===== src/rtl/hazard_sched_pkg.sv =====
// Shared RISC-V opcode/funct definitions plus the hazard scheduler's NOP and state encoding.
package hazard_sched_pkg;

    localparam logic [6:0] OPC_LOAD      = 7'b0000011;
    localparam logic [6:0] OPC_STORE     = 7'b0100011;
    localparam logic [6:0] OPC_BRANCH    = 7'b1100011;
    localparam logic [6:0] OPC_JALR      = 7'b1100111;
    localparam logic [6:0] OPC_JAL       = 7'b1101111;
    localparam logic [6:0] OPC_ARI_RTYPE = 7'b0110011;
    localparam logic [6:0] OPC_ARI_ITYPE = 7'b0010011;
    localparam logic [6:0] OPC_CSR       = 7'b1110011;
    localparam logic [6:0] OPC_LUI       = 7'b0110111;
    localparam logic [6:0] OPC_AUIPC     = 7'b0010111;

    localparam logic [2:0] FNC_ADD_SUB = 3'b000;
    localparam logic [2:0] FNC_LW      = 3'b010;

    localparam logic [6:0]  FUNCT7_MULDIV = 7'b0000001;
    localparam logic [31:0] NOP_INSN      = 32'h00000013;

    typedef enum logic [1:0] {
        HS_RUN     = 2'd0,
        HS_LD_BUB  = 2'd1,
        HS_MC_WAIT = 2'd2
    } hs_state_t;

endpackage


===== src/rtl/hazard_sched_if.sv =====
// Core <-> hazard scheduler bundle: instruction words in, pipeline control out.
interface hazard_sched_if #(
    parameter int CNT_W = 32
);
    import hazard_sched_pkg::*;

    logic [31:0]      instruction_s1;
    logic [31:0]      instruction_s2;
    logic             br_taken;
    logic             mc_done;
    logic             stall_s1;
    logic             stall_s2;
    logic             bubble_s2;
    logic             flush_s1;
    logic             pc_sel;
    logic             mc_start;
    logic             wb_fwd_sel_1;
    logic             wb_fwd_sel_2;
    logic             mc_err;
    logic [CNT_W-1:0] stall_count;
    logic [31:0]      nop_insn;
    hs_state_t        state;

    // mc_start is a single-cycle request; mc_done is a single-cycle completion pulse that only counts while waiting.
    modport master (
        output instruction_s1, instruction_s2, br_taken, mc_done,
        input  stall_s1, stall_s2, bubble_s2, flush_s1, pc_sel, mc_start,
               wb_fwd_sel_1, wb_fwd_sel_2, mc_err, stall_count, nop_insn, state
    );

    modport slave (
        input  instruction_s1, instruction_s2, br_taken, mc_done,
        output stall_s1, stall_s2, bubble_s2, flush_s1, pc_sel, mc_start,
               wb_fwd_sel_1, wb_fwd_sel_2, mc_err, stall_count, nop_insn, state
    );

endinterface


===== src/rtl/hazard_sched_decode.sv =====
// Combinational hazard decode of the s1/s2 instruction words.
module hazard_sched_decode
    import hazard_sched_pkg::*;
(
    input  logic [31:0] instruction_s1,
    input  logic [31:0] instruction_s2,
    input  logic        br_taken,
    output logic        ld2,
    output logic        use_rs1,
    output logic        use_rs2,
    output logic        mc2,
    output logic        redir
);
    logic [6:0] op1;
    logic [6:0] op2;
    logic [4:0] rd2;
    logic       reads1;
    logic       reads2;
    logic       unused_bits;

    assign op1 = instruction_s1[6:0];
    assign op2 = instruction_s2[6:0];
    assign rd2 = instruction_s2[11:7];

    always_comb begin
        reads1 = 1'b0;
        reads2 = 1'b0;
        case (op1)
            OPC_ARI_RTYPE, OPC_STORE, OPC_BRANCH: begin
                reads1 = 1'b1;
                reads2 = 1'b1;
            end
            OPC_ARI_ITYPE, OPC_LOAD, OPC_JALR, OPC_CSR: reads1 = 1'b1;
            default: ;
        endcase
    end

    // x0 destinations are filtered here, so the operand matches never need to.
    assign ld2     = (op2 == OPC_LOAD) && (rd2 != 5'd0);
    assign use_rs1 = reads1 && (instruction_s1[19:15] == rd2);
    assign use_rs2 = reads2 && (instruction_s1[24:20] == rd2);
    assign mc2     = (op2 == OPC_ARI_RTYPE) && (instruction_s2[31:25] == FUNCT7_MULDIV);
    assign redir   = br_taken || (op2 == OPC_JAL) || (op2 == OPC_JALR);

    assign unused_bits = ^{instruction_s1[31:25], instruction_s1[14:7], instruction_s2[24:12]};

endmodule


===== src/rtl/hazard_sched.sv =====
// Hazard scheduler: load-use bubbles, multi-cycle execute stalls with timeout, branch flushes.
module hazard_sched #(
    parameter int          MC_MAX_CYCLES = 64,
    parameter int          CNT_W         = 32,
    parameter logic [31:0] NOP_INSN      = 32'h00000013
) (
    input logic           clk,
    input logic           rst,
    hazard_sched_if.slave bus
);
    import hazard_sched_pkg::*;

    localparam int TW = (MC_MAX_CYCLES > 2) ? $clog2(MC_MAX_CYCLES) : 1;

    hs_state_t        state;
    hs_state_t        state_nx;
    logic             ld2, use_rs1, use_rs2, mc2, redir;
    logic             ld_stall;
    logic             mc_timeout;
    logic [TW-1:0]    mc_timer;
    logic [1:0]       ld_match;
    logic [1:0]       fwd_q;
    logic             mc_err_q;
    logic [CNT_W-1:0] stall_cnt;
    logic             stall_s1, stall_s2, bubble_s2, flush_s1, pc_sel, mc_start;

    hazard_sched_decode u_decode (
        .instruction_s1 (bus.instruction_s1),
        .instruction_s2 (bus.instruction_s2),
        .br_taken       (bus.br_taken),
        .ld2            (ld2),
        .use_rs1        (use_rs1),
        .use_rs2        (use_rs2),
        .mc2            (mc2),
        .redir          (redir)
    );

    assign ld_stall   = ld2 && (use_rs1 || use_rs2);
    assign mc_timeout = (mc_timer == TW'(MC_MAX_CYCLES - 1));

    always_ff @(posedge clk or negedge rst) begin
        if (!rst) state <= HS_RUN;
        else      state <= state_nx;
    end

    always_comb begin
        state_nx = state;
        case (state)
            HS_RUN: begin
                if (mc2)           state_nx = HS_MC_WAIT;
                else if (redir)    state_nx = HS_RUN;
                else if (ld_stall) state_nx = HS_LD_BUB;
            end
            HS_LD_BUB:  state_nx = HS_RUN;
            HS_MC_WAIT: if (bus.mc_done || mc_timeout) state_nx = HS_RUN;
            default:    state_nx = HS_RUN;
        endcase
    end

    // Gated by rst so a held mul in s2 cannot pulse mc_start while reset is asserted.
    always_comb begin
        stall_s1  = 1'b0;
        stall_s2  = 1'b0;
        bubble_s2 = 1'b0;
        flush_s1  = 1'b0;
        pc_sel    = 1'b0;
        mc_start  = 1'b0;
        if (rst) begin
            case (state)
                HS_RUN: begin
                    if (mc2) begin
                        mc_start = 1'b1;
                        stall_s1 = 1'b1;
                        stall_s2 = 1'b1;
                    end else if (redir) begin
                        pc_sel   = 1'b1;
                        flush_s1 = 1'b1;
                    end else if (ld_stall) begin
                        stall_s1  = 1'b1;
                        bubble_s2 = 1'b1;
                    end
                end
                HS_MC_WAIT: begin
                    stall_s1 = !(bus.mc_done || mc_timeout);
                    stall_s2 = !(bus.mc_done || mc_timeout);
                end
                default: ;
            endcase
        end
    end

    always_ff @(posedge clk or negedge rst) begin
        if (!rst) begin
            mc_timer  <= '0;
            ld_match  <= 2'b00;
            fwd_q     <= 2'b00;
            mc_err_q  <= 1'b0;
            stall_cnt <= '0;
        end else begin
            mc_timer <= (state == HS_MC_WAIT) ? mc_timer + 1'b1 : '0;
            if (bubble_s2) ld_match <= {use_rs2, use_rs1};
            // The consumer reaches s2 the cycle after the bubble state.
            fwd_q <= (state == HS_LD_BUB) ? ld_match : 2'b00;
            if (state == HS_MC_WAIT && mc_timeout && !bus.mc_done) mc_err_q <= 1'b1;
            if (stall_s1 && stall_cnt != {CNT_W{1'b1}}) stall_cnt <= stall_cnt + 1'b1;
        end
    end

    assign bus.stall_s1     = stall_s1;
    assign bus.stall_s2     = stall_s2;
    assign bus.bubble_s2    = bubble_s2;
    assign bus.flush_s1     = flush_s1;
    assign bus.pc_sel       = pc_sel;
    assign bus.mc_start     = mc_start;
    assign bus.wb_fwd_sel_1 = fwd_q[0];
    assign bus.wb_fwd_sel_2 = fwd_q[1];
    assign bus.mc_err       = mc_err_q;
    assign bus.stall_count  = stall_cnt;
    assign bus.nop_insn     = NOP_INSN;
    assign bus.state        = state;

endmodule


===== src/flat_wrapper.sv =====
// flat-port wrapper written by rule: the top's interface ports become plain ports
module hazard_sched_flat import hazard_sched_pkg::*;
#(
    parameter int          MC_MAX_CYCLES = 64,
    parameter int          CNT_W         = 32,
    parameter logic [31:0] NOP_INSN      = 32'h00000013
)
  (clk, rst, bus_instruction_s1, bus_instruction_s2, bus_br_taken, bus_mc_done, bus_stall_s1, bus_stall_s2, bus_bubble_s2, bus_flush_s1, bus_pc_sel, bus_mc_start, bus_wb_fwd_sel_1, bus_wb_fwd_sel_2, bus_mc_err, bus_stall_count, bus_nop_insn, bus_state);
  hazard_sched_if #(.CNT_W(CNT_W)) bus_i ();
  input logic clk;
  input logic rst;
  input wire logic [$bits(bus_i.instruction_s1)-1:0] bus_instruction_s1;
  input wire logic [$bits(bus_i.instruction_s2)-1:0] bus_instruction_s2;
  input wire logic [$bits(bus_i.br_taken)-1:0] bus_br_taken;
  input wire logic [$bits(bus_i.mc_done)-1:0] bus_mc_done;
  output wire logic [$bits(bus_i.stall_s1)-1:0] bus_stall_s1;
  output wire logic [$bits(bus_i.stall_s2)-1:0] bus_stall_s2;
  output wire logic [$bits(bus_i.bubble_s2)-1:0] bus_bubble_s2;
  output wire logic [$bits(bus_i.flush_s1)-1:0] bus_flush_s1;
  output wire logic [$bits(bus_i.pc_sel)-1:0] bus_pc_sel;
  output wire logic [$bits(bus_i.mc_start)-1:0] bus_mc_start;
  output wire logic [$bits(bus_i.wb_fwd_sel_1)-1:0] bus_wb_fwd_sel_1;
  output wire logic [$bits(bus_i.wb_fwd_sel_2)-1:0] bus_wb_fwd_sel_2;
  output wire logic [$bits(bus_i.mc_err)-1:0] bus_mc_err;
  output wire logic [$bits(bus_i.stall_count)-1:0] bus_stall_count;
  output wire logic [$bits(bus_i.nop_insn)-1:0] bus_nop_insn;
  output wire logic [$bits(bus_i.state)-1:0] bus_state;
  assign bus_i.instruction_s1 = bus_instruction_s1;
  assign bus_i.instruction_s2 = bus_instruction_s2;
  assign bus_i.br_taken = bus_br_taken;
  assign bus_i.mc_done = bus_mc_done;
  assign bus_stall_s1 = bus_i.stall_s1;
  assign bus_stall_s2 = bus_i.stall_s2;
  assign bus_bubble_s2 = bus_i.bubble_s2;
  assign bus_flush_s1 = bus_i.flush_s1;
  assign bus_pc_sel = bus_i.pc_sel;
  assign bus_mc_start = bus_i.mc_start;
  assign bus_wb_fwd_sel_1 = bus_i.wb_fwd_sel_1;
  assign bus_wb_fwd_sel_2 = bus_i.wb_fwd_sel_2;
  assign bus_mc_err = bus_i.mc_err;
  assign bus_stall_count = bus_i.stall_count;
  assign bus_nop_insn = bus_i.nop_insn;
  assign bus_state = bus_i.state;
  hazard_sched #(.MC_MAX_CYCLES(MC_MAX_CYCLES), .CNT_W(CNT_W), .NOP_INSN(NOP_INSN)) u_core (.clk(clk), .rst(rst), .bus(bus_i));
endmodule

===== config.mk =====
export PLATFORM = sky130hd
export DESIGN_NAME = hazard_sched_flat
export DESIGN_NICKNAME = d
export VERILOG_FILES = /design/src/rtl/hazard_sched_pkg.sv /design/src/rtl/hazard_sched_if.sv /design/src/rtl/hazard_sched_decode.sv /design/src/rtl/hazard_sched.sv /design/src/flat_wrapper.sv
export SDC_FILE = /design/constraint.sdc
export NUM_CORES = 1
export LEC_CHECK = 0
export ABC_CLOCK_PERIOD_IN_PS = 2900
export CELL_PAD_IN_SITES_DETAIL_PLACEMENT = 1
export CELL_PAD_IN_SITES_GLOBAL_PLACEMENT = 1
export CORE_MARGIN = 2
export CORE_UTILIZATION = 26
export CTS_BUF_LIST = sky130_fd_sc_hd__clkbuf_4 sky130_fd_sc_hd__clkbuf_8
export DETAILED_ROUTE_END_ITERATION = 6
export GPL_TIMING_DRIVEN = 0
export PLACE_DENSITY = 0.87
export SLEW_MARGIN = 30
export SYNTH_ARGS = -nofsm -noshare
export SYNTH_HDL_FRONTEND = slang
export SYNTH_HIERARCHICAL = 1
export SYNTH_SLANG_ARGS = --single-unit

===== constraint.sdc =====
create_clock -name clk -period 2.9 [get_ports clk]
set_input_delay 0.725 -clock clk [delete_from_list [all_inputs] [get_ports clk]]
set_output_delay 0.725 -clock clk [all_outputs]
set_load 0.01 [all_outputs]

---- After elaboration in Yosys (flattened, before gate mapping) ----
Index checks and enable logic that the tools add are counted.
operators by class
  equal/unequal tests ..................... 20
  muxes and demuxes ....................... 26
  reductions and logical operators ........ 19
  add/sub/neg operators ................... 2
operator list
  operator                 number
  $eq A7 B7 Y1 const B     5
  $add A32 B1 Y32 const B  1
  $ne A32 B32 Y1 const B   1
  $eq A7 B6 Y1 const B     3
  $mux W1                  17
  $eq A7 B2 Y1 const B     2
  $eq A5 B5 Y1             2
  $mux W2                  5
  $logic_and A1 B1 Y1      8
  $eq A7 B1 Y1 const B     1
  $eq A7 B5 Y1 const B     1
  $reduce_or A7 Y1         1
  $add A6 B1 Y6 const B    1
  $eq A6 B6 Y1 const B     1
  $mux W6                  1
  $reduce_bool A5 Y1       1
  $logic_or A1 B1 Y1       4
  $ne A4 B1 Y1 const B     1
  $pmux W1 S2              2
  $pmux W2 S2              1
  $reduce_or A3 Y1         1
  $eq A2 B1 Y1 const B     1
  $eq A2 B2 Y1 const B     1
  $logic_not A1 Y1         2
  other kinds (3)          3
word-level totals
  logic and storage cells ................. 73
  register bits after elaboration ......... 45
  input bits .............................. 68
  output and inout bits ................... 75

---- Depth between registers and ports, before layout ----
Gate-level depths: netlist of run 1.
  depth after elaboration ................. 12
  mapped depth ............................ 11
  gate-level depth less buffers ........... 9

---- By module ----
The synthesis of run 1 kept the hierarchy.
modules (own cells, without submodules)
  module               times used  cells each  area each (µm²)  seq. area each (µm²)
  hazard_sched         1           236         2,414.8          1,126.1
  hazard_sched_decode  1           31          230.2            0.0

---- Worst setup path before layout of run 1 ----
OpenSTA, ideal clock, no wires.
  kind .................................... input port to output port
  start point ............................. input bus_instruction_s2[11]
  end point ............................... output bus_bubble_s2
  arrival time ............................ 2.395 ns
  path slack .............................. -0.220 ns
  buffers on the path ..................... 0
  data required time ...................... 2.175 ns
  stages .................................. 6
  cells stage by stage .................... xor2_1 -> or4_1 -> nor4_2 -> nor2_1 -> or2_2 -> nor4_1
between the ends
  longest elaborated chain between the ends .. 9
  elaborated cells on any way between the ends .. 13
  classes of those cells .................. eq/ne (2); mux (5); reduce/logical (6)
RTL lines
  what                      RTL line                   text
  start: declaration        flat_wrapper.sv:13         input wire logic [$bits(bus_i.instruction_s2)-1:0] bus_instruction_s2;
  $eq A5 B5 Y1              hazard_sched_decode.sv:41  assign use_rs2 = reads2 && (instruction_s1[24:20] == rd2);
  $logic_and A1 B1 Y1       hazard_sched_decode.sv:41
  named net u_core.use_rs2  hazard_sched.sv:17         logic ld2, use_rs1, use_rs2, mc2, redir;
  $logic_or A1 B1 Y1        hazard_sched.sv:38         assign ld_stall = ld2 && (use_rs1 || use_rs2);
  $logic_and A1 B1 Y1       hazard_sched.sv:38
  $mux W1                   hazard_sched.sv:78         end else if (ld_stall) begin
  $mux W1                   hazard_sched.sv:75         end else if (redir) begin
  $mux W1                   hazard_sched.sv:71         if (mc2) begin
  $mux W1                   hazard_sched.sv:69         case (state)
  $mux W1                   hazard_sched.sv:68         if (rst) begin
  end: declaration          flat_wrapper.sv:18         output wire logic [$bits(bus_i.bubble_s2)-1:0] bus_bubble_s2;
The timed path passes the listed nets, and every way through them passes these cells.

---- Worst setup path in the final report of run 1 ----
Ends and elaborated chain as after synthesis.

==> results of run 1 <==
[sequential cells by signal (all words and copies together) (netlist names)]
| signal | cells |
|---|---|
| u_core/ld_match | 2 |
| u_core/fwd_q | 2 |
| u_core/bus.stall_count | 32 |
| u_core/bus.mc_err | 1 |
| u_core/mc_timer | 6 |
| u_core/bus.state | 2 |
[Yosys cell counts (all sizes together) (8+ instances only)]
| cell type | number |
|---|---|
| dfrtp | 45 |
| buf | 35 |
| xnor2 | 29 |
| nand2 | 20 |
| nand3 | 19 |
| nor2 | 19 |
| xor2 | 14 |
| nor3 | 13 |
| and3 | 9 |
| nor4 | 9 |
| inv | 8 |
| nand4 | 8 |
[where the power goes]
group	internal [uW]	switching (uW)	total, uW
registers	627	0.113	627
clock network	216	210	426
logic	81.7	77.4	159
[metrics by stage]
stage	util	hold WS [ns]	worst slack (ns)	cell area (um2)	std cells
floorplan	-	0.4294	0.05798	2773	297
global placement	0.3829	0.4474	-1.915	3760	512
detailed placement	0.3826	0.4582	-1.182	3757	512
CTS	0.4066	0.4511	-0.3815	3993	530
global route	0.4151	0.3730	-0.4709	4076	532
finish	0.4151	0.3529	-0.4118	4076	532
[area by class of cell]
cell class              count  share of cell area
plain buffers              34             0.06446
inverters                   8            0.007366
flip-flops and latches     45              0.2762
clock buffers               7             0.02363
well taps                 133             0.04082
multi-input cells         209              0.3659
clock inverters             1            0.001228
repair buffers             95              0.2204
[final timing paths]
kind / to / cells after the start
setup / recovery: bus_bubble_s2 / 8
hold / removal: u_core/bus.stall_count[25] / 1
setup reg to reg: u_core/bus.stall_count[7] / 8
hold reg to reg: u_core/mc_timer[0] / 1
max in group asynchronous: u_core/mc_timer[1] / 1
min in group clk: u_core/mc_timer[0] / 1
[placed cells by master (no fill, tap or decap), types with 5 or more instances in the layout]
cell	Yosys	layout
sky130_fd_sc_hd__xor2_1	14	11
sky130_fd_sc_hd__dlygate4sd2_1	0	9
sky130_fd_sc_hd__xnor2_1	29	29
sky130_fd_sc_hd__clkbuf_8	0	7
sky130_fd_sc_hd__inv_1	8	6
sky130_fd_sc_hd__clkdlybuf4s50_1	0	43
sky130_fd_sc_hd__nor2_1	19	16
sky130_fd_sc_hd__nand2_1	20	20
sky130_fd_sc_hd__nor3_1	12	9
sky130_fd_sc_hd__conb_1	2	32
sky130_fd_sc_hd__nand3_1	19	18
sky130_fd_sc_hd__dfrtp_1	45	45
sky130_fd_sc_hd__buf_2	0	6
sky130_fd_sc_hd__clkbuf_2	0	5
sky130_fd_sc_hd__buf_6	2	11
sky130_fd_sc_hd__dlymetal6s2s_1	0	11
sky130_fd_sc_hd__buf_4	33	42
sky130_fd_sc_hd__nand4_1	7	7
sky130_fd_sc_hd__and3_1	8	6
[cell families after synthesis]
family / after synthesis
and+or+nand+nor: 115
DFF: 45
xor gates and xnor gates: 43
buffers and inverters: 43
AOI/OAI and AO/OA: 14
muxes: 3
adders and majority gates: 2
other: 2
[repair_timing]
| action | in CTS | in global routing |
|---|---|---|
| gates resized for setup | 83 | 37 |
| setup endpoints to repair | 40 | 32 |
| setup buffers | 10 | 5 |
| pin swaps | 16 | 14 |
| hold buffers | 0 | 0 |
| endpoints found under the hold margin | 0 | 0 |
[per-layer routing]
layer | GRT usage | routed length (um) | vias to the layer above
li1 | - | - | 1115
met1 | 0.1440 | 2884 | 1137
met2 | 0.2699 | 4232 | 83
met3 | 0.04180 | 589 | 9
met4 | 0.03714 | 97 | 0
met5 | 0 | 0 | -
[worst max-delay path: stages]
cell	delay, ns
sky130_fd_sc_hd__buf_6	0.11
sky130_fd_sc_hd__xor2_1	0.16
sky130_fd_sc_hd__or4_4	0.51
sky130_fd_sc_hd__nor4_4	0.20
sky130_fd_sc_hd__nor2_2	0.09
sky130_fd_sc_hd__or2_4	0.25
sky130_fd_sc_hd__nor4_4	0.34
sky130_fd_sc_hd__buf_2	0.20
==> results.sh, run 1 <==
export IMPL_outcome="complete, but fails checks"
export IMPL_violated_checks="negative setup slack"
export IMPL_synth_warnings=6
export IMPL_yosysTopAreaCell="sky130_fd_sc_hd__dfrtp_1"
export IMPL_synth_edf_count=0
export IMPL_yosys_cell_types_count=42
export IMPL_core_area_um2=9819
export IMPL_drt_drc_violations_left=0
export IMPL_timing_final_ws_setup_ns=-0.4118
export IMPL_initial_antenna_violation_count=0
export IMPL_detailed_place_hpwl_mm=5.668
export IMPL_rows=36
export IMPL_tritoncts="done"
export IMPL_synthDominantCellAreaShare=0.4257
export IMPL_async_set_or_reset_flop_fraction_in_the_synthesized_netlist=1.000
export IMPL_hold_viol_final=0
export IMPL_ir_drop_mv=0.1621
export IMPL_crit_path_start_kind="input port"
export IMPL_final_min_period_over_clock_period=1.142
export IMPL_die_h_um=104.9
export IMPL_setup_worst_path_end_class="output port"
export IMPL_p_leak_uw=0.001888
export IMPL_worst_hold_path_type="in2async"
export IMPL_num_vias=2344
export IMPL_critical_path_at_ns=2.59
export IMPL_via_count_of_the_first_global_routing_pass=2598
export IMPL_clkSinkCount=45
export IMPL_timing_final_max_slew_violations=0
export IMPL_num_antenna_cells=0
export IMPL_timing_max_cap_violations=0
export IMPL_synth_compound_gate_area_share=0.05061
export IMPL_yosys_mux_area_fraction=0.01277
export IMPL_fp_dieW_um=104.9
export IMPL_htreeDepth=2
export IMPL_worst_pin_slew_ns=0.5344
export IMPL_yosys_area_share_adder=0.009461
export IMPL_start_util=0.2694
export IMPL_timing_critical_path_fanout_max=3
export IMPL_simple_gate_share_of_the_synthesized_area=0.2427
export IMPL_slew_headroom=0.6410
export IMPL_clock_insertion_delay_worst_skew_ns=0.29
export IMPL_synth_seq_cells=45
export IMPL_setup_worst_path_start="bus_instruction_s2[11]"
export IMPL_area_growth_pct=54.12
export IMPL_grt_usage=0.1394
export IMPL_grt_pass1_wl_mm=12.29
export IMPL_die_area_um2=11000
export IMPL_mappedNetlistArea_um2=2645
export IMPL_grt_setup_unrepaired="yes"
export IMPL_synth_seq_area_share=0.4257
export IMPL_power_density_cell_area_nw_per_um2=297.3
export IMPL_r2r_slack_ns=0.60
export IMPL_post_synth_main_area_contributors="sky130_fd_sc_hd__dfrtp_1 43%, sky130_fd_sc_hd__xnor2_1 9.6%, sky130_fd_sc_hd__buf_4 9.4%"
export IMPL_weighted_congestion_at_the_end_of_routability_driven_global_placement=0.7524
export IMPL_finClkSkew_ns=0.005936
export IMPL_final_worst_path_period_need_ns=3.312
export IMPL_drtIter0Drc=34
export IMPL_design_final_nets=468
export IMPL_clk_path_buf_depth=2
export IMPL_max_freq_mhz=301.9
export IMPL_power_uw=1212
export IMPL_multiInputGateArea_um2=1491
export IMPL_cts_root_buffer_cell="sky130_fd_sc_hd__clkbuf_8"
export IMPL_clk_pin_slew_ns=0.09
export IMPL_syn_mean_instance_area_um2=9.907
export IMPL_ff_latch_area_um2=1126
export IMPL_worstSetupPathType="in2out"
export IMPL_detail_route_wirelength_mm=7.803
export IMPL_post_synth_xor_area_fraction=0.1424
export IMPL_timing_critical_path_required_ns=2.17
export IMPL_sum_of_negative_setup_slack_ns=-0.5995
export IMPL_synth_main_ff_cell="sky130_fd_sc_hd__dfrtp_1"
export IMPL_final_setup_viol_count=3
export IMPL_ios=143
export IMPL_drt_vias_per_instance=4.406
export IMPL_fillers=1149
export IMPL_detail_route_wl_per_cell_um=14.67
export IMPL_grt_overflow_total=0
export IMPL_regToRegStartpoint="u_core/bus.stall_count[0]"
export IMPL_drt_pass1_iter_count=4
export IMPL_cts_buffers=5
export IMPL_postRouteAntennaNets=0
export IMPL_synth_cells=267
export IMPL_maximum_number_of_pins_on_one_net_before_global_route_repair=47
export IMPL_io_buffers=82
export IMPL_dominant_combinational_cell_family_by_area_after_synthesis="simple AND/OR/NAND/NOR gates"
export IMPL_share_of_layout_cells_above_drive_strength_1=0.2832
No activity file was read; power rests on OpenSTA's default activity.
==> run 2: changes to the inputs <==
--- a/config.mk
+++ b/config.mk
@@ -10,9 +10,9 @@
 export CELL_PAD_IN_SITES_GLOBAL_PLACEMENT = 1
 export CORE_MARGIN = 2
 export CORE_UTILIZATION = 26
-export CTS_BUF_LIST = sky130_fd_sc_hd__clkbuf_4 sky130_fd_sc_hd__clkbuf_8
+export CTS_BUF_LIST = sky130_fd_sc_hd__clkbuf_16
+export CTS_CLUSTER_DIAMETER = 40
 export DETAILED_ROUTE_END_ITERATION = 6
-export GPL_TIMING_DRIVEN = 0
 export PLACE_DENSITY = 0.87
 export SLEW_MARGIN = 30
 export SYNTH_ARGS = -nofsm -noshare
==> run 2 against run 1 <==
Net effect:
- the run still ends with negative setup slack left
- critical path depth did not move
- clock power rose by 25%
- first-iteration DRC count rose by 94%
- design area fell by 1.0%
- flip-flop and latch count did not move
- largest cell class unchanged
==> results.sh, run 2 (same netlist as run 1, synthesis figures left out) <==
export IMPL_timing_final_max_slew_violations=0
export IMPL_worst_hold_path_type="reg2reg"
export IMPL_die_area_um2=11000
export IMPL_fin_cells=519
export IMPL_num_vias=2330
export IMPL_detailedPlace_worstSlack_ns=-1.115
export IMPL_design_final_nets=456
export IMPL_fillers=1137
export IMPL_mostFrequentLayoutCell="sky130_fd_sc_hd__dfrtp_1"
export IMPL_p_leak_uw=0.001819
export IMPL_max_freq_mhz=318.8
export IMPL_tritoncts="done"
export IMPL_detailroute_wirelength_met2_mm=4.666
export IMPL_ios=143
export IMPL_cp_buffers_inverters=2
export IMPL_cts_root_buffer_cell="sky130_fd_sc_hd__clkbuf_16"
export IMPL_num_antenna_cells=0
export IMPL_final_worst_path_period_need_ns=3.137
export IMPL_r2r_slack_ns=0.43
export IMPL_cts_buffers=5
export IMPL_worst_path_cell_chain="dlygate4sd2_1 -> xor2_1 -> a2111oi_4 -> and3_4 -> nor2_2 -> or2_4 -> nor4_4 -> buf_2"
export IMPL_maximum_number_of_pins_on_one_net_before_global_route_repair=46
export IMPL_timing_critical_path_required_ns=2.17
export IMPL_max_ffs_per_register=32
export IMPL_wl_met1_mm=3.143
export IMPL_net_switching_power_of_the_design_uw=304.1
export IMPL_timing_final_ws_setup_ns=-0.2371
export IMPL_htreeDepth=2
export IMPL_detailed_place_hpwl_mm=5.891
export IMPL_wl_met3_um=562
export IMPL_grt_overflow_total=0
export IMPL_weighted_congestion_at_the_end_of_routability_driven_global_placement=0.7638
export IMPL_core_area_um2=9819
export IMPL_power_density_cell_area_nw_per_um2=323.0
export IMPL_p_sw_frac=0.2334
export IMPL_power_report_internal_total_uw=999.0
export IMPL_postRouteAntennaNets=0
export IMPL_fp_dieW_um=104.9
export IMPL_setup_worst_path_end_class="output port"
export IMPL_seq_power_share=0.482
export IMPL_rows=36
export IMPL_via_count_of_the_first_global_routing_pass=2644
export IMPL_timing_max_cap_violations=0
export IMPL_outcome="complete, but fails checks"
export IMPL_drt_pass1_iter_count=4
export IMPL_detail_route_wl_per_cell_um=16.25
export IMPL_critical_path_at_ns=2.41
export IMPL_violated_checks="negative setup slack"
export IMPL_p_clk_frac=0.408
export IMPL_worst_path_largest_cell_delay_ns=0.33
export IMPL_grt_setup_unrepaired="yes"
export IMPL_grt_pass1_wl_mm=13.36
export IMPL_area_growth_pct=52.51
export IMPL_clock_insertion_delay_worst_skew_ns=0.28
export IMPL_start_util=0.2694
export IMPL_clk_pin_slew_ns=0.06
export IMPL_placed_cells=492
export IMPL_timing_critical_path_fanout_max=2
export IMPL_critPathTopFamily="simple AND/OR/NAND/NOR gates"
export IMPL_final_setup_viol_count=6
export IMPL_slew_headroom=0.5978
export IMPL_final_min_period_over_clock_period=1.082
export IMPL_final_cell_mix="45 x sky130_fd_sc_hd__dfrtp_1, 43 x sky130_fd_sc_hd__clkdlybuf4s50_1, 32 x sky130_fd_sc_hd__conb_1, 31 x sky130_fd_sc_hd__buf_4, 28 x sky130_fd_sc_hd__xnor2_1"
export IMPL_topmost_layer_with_routed_signal_wires="met4"
export IMPL_clkSinkCount=45
export IMPL_ir_drop_mv=0.1846
export IMPL_worstSetupPathType="in2out"
export IMPL_comb_power_share=0.110
export IMPL_detail_route_wirelength_mm=8.434
export IMPL_grt_usage=0.1533
export IMPL_die_h_um=104.9
export IMPL_finClkSkew_ns=0.005543
export IMPL_drt_drc_violations_left=0
export IMPL_initial_antenna_violation_count=0
export IMPL_drtIter0Drc=66
export IMPL_clk_path_buf_depth=2
export IMPL_worst_pin_slew_ns=0.6033
export IMPL_whs_ns=0.4584
export IMPL_critical_path_slowest_cell="sky130_fd_sc_hd__a2111oi_4"
export IMPL_io_buffers=82
export IMPL_hold_viol_final=0
export IMPL_crit_path_start_kind="input port"
export IMPL_share_of_layout_cells_above_drive_strength_1=0.2668
export IMPL_drt_vias_per_instance=4.489
export IMPL_cts_hold_buffers_added=0
==> run 2: path summary, 6_finish.rpt <==
path,startpoint,to,cells after the start
min in group asynchronous,rst,u_core/bus.stall_count[26],2
hold / removal,u_core/mc_timer[0],u_core/mc_timer[0],1
hold reg to reg,u_core/mc_timer[0],u_core/mc_timer[0],1
setup reg to reg,u_core/bus.stall_count[0],u_core/bus.stall_count[1],7
setup / recovery,bus_instruction_s1[16],bus_bubble_s2,8
max in group asynchronous,rst,u_core/bus.stall_count[2],2
==> run 2: power by group through the flow <==
stage | clock network, uW | logic (uW) | registers [uW]
finish | 532 | 143 | 628
global route | 574 | 155 | 628
CTS | 555 | 131 | 628
global placement | 0 | 122 | 640
floorplan | 0 | 71.7 | 640
detailed placement | 0 | 127 | 640
==> run 2: final cells by class <==
type	instances	area (um2)	area share
Sequential cell	45	1126	0.2792
Multi-Input combinational cell	209	1546	0.3834
Inverter	8	30.03	0.007444
Clock inverter	2	7.507	0.001861
Tap cell	133	166.4	0.04125
Timing Repair Buffer	117	1032	0.2559
Clock buffer	5	125.1	0.03102
==> run 2: metal layers <==
| metal | up-vias | global-route usage |
|---|---|---|
| li1 | 1086 | - |
| met1 | 1151 | 0.1630 |
| met2 | 87 | 0.2880 |
| met3 | 6 | 0.05115 |
| met4 | 0 | 0.04000 |
| met5 | - | 0 |
==> run 2: timing repair <==
item,in CTS,in global routing
setup buffers,20,3
pin swaps,18,13
setup endpoints to repair,39,33
gates resized for setup,111,34
==> run 2: stage by stage <==
stage / util / area, um2 / total power [uW] / TNS, ns
3_5_place_dp: 0.3663 / 3597 / 766.1 / -22.22
3_3_place_gp: 0.3663 / 3597 / 761.7 / -17.37
6_report: 0.4108 / 4034 / 1303 / -0.6245
5_1_grt: 0.4108 / 4034 / 1356 / -2.459
2_1_floorplan: - / 2773 / 711.4 / 0
4_1_cts: 0.3978 / 3906 / 1315 / -0.8222
==> run 3: changes to the inputs <==
--- a/config.mk
+++ b/config.mk
@@ -11,7 +11,7 @@
 export CORE_MARGIN = 2
 export CORE_UTILIZATION = 26
 export CTS_BUF_LIST = sky130_fd_sc_hd__clkbuf_16
-export CTS_CLUSTER_DIAMETER = 40
+export CTS_CLUSTER_DIAMETER = 80
 export DETAILED_ROUTE_END_ITERATION = 6
 export PLACE_DENSITY = 0.87
 export SLEW_MARGIN = 30
==> results of run 3 <==
Final layout, timing and power as in run 2 (identical DEF).
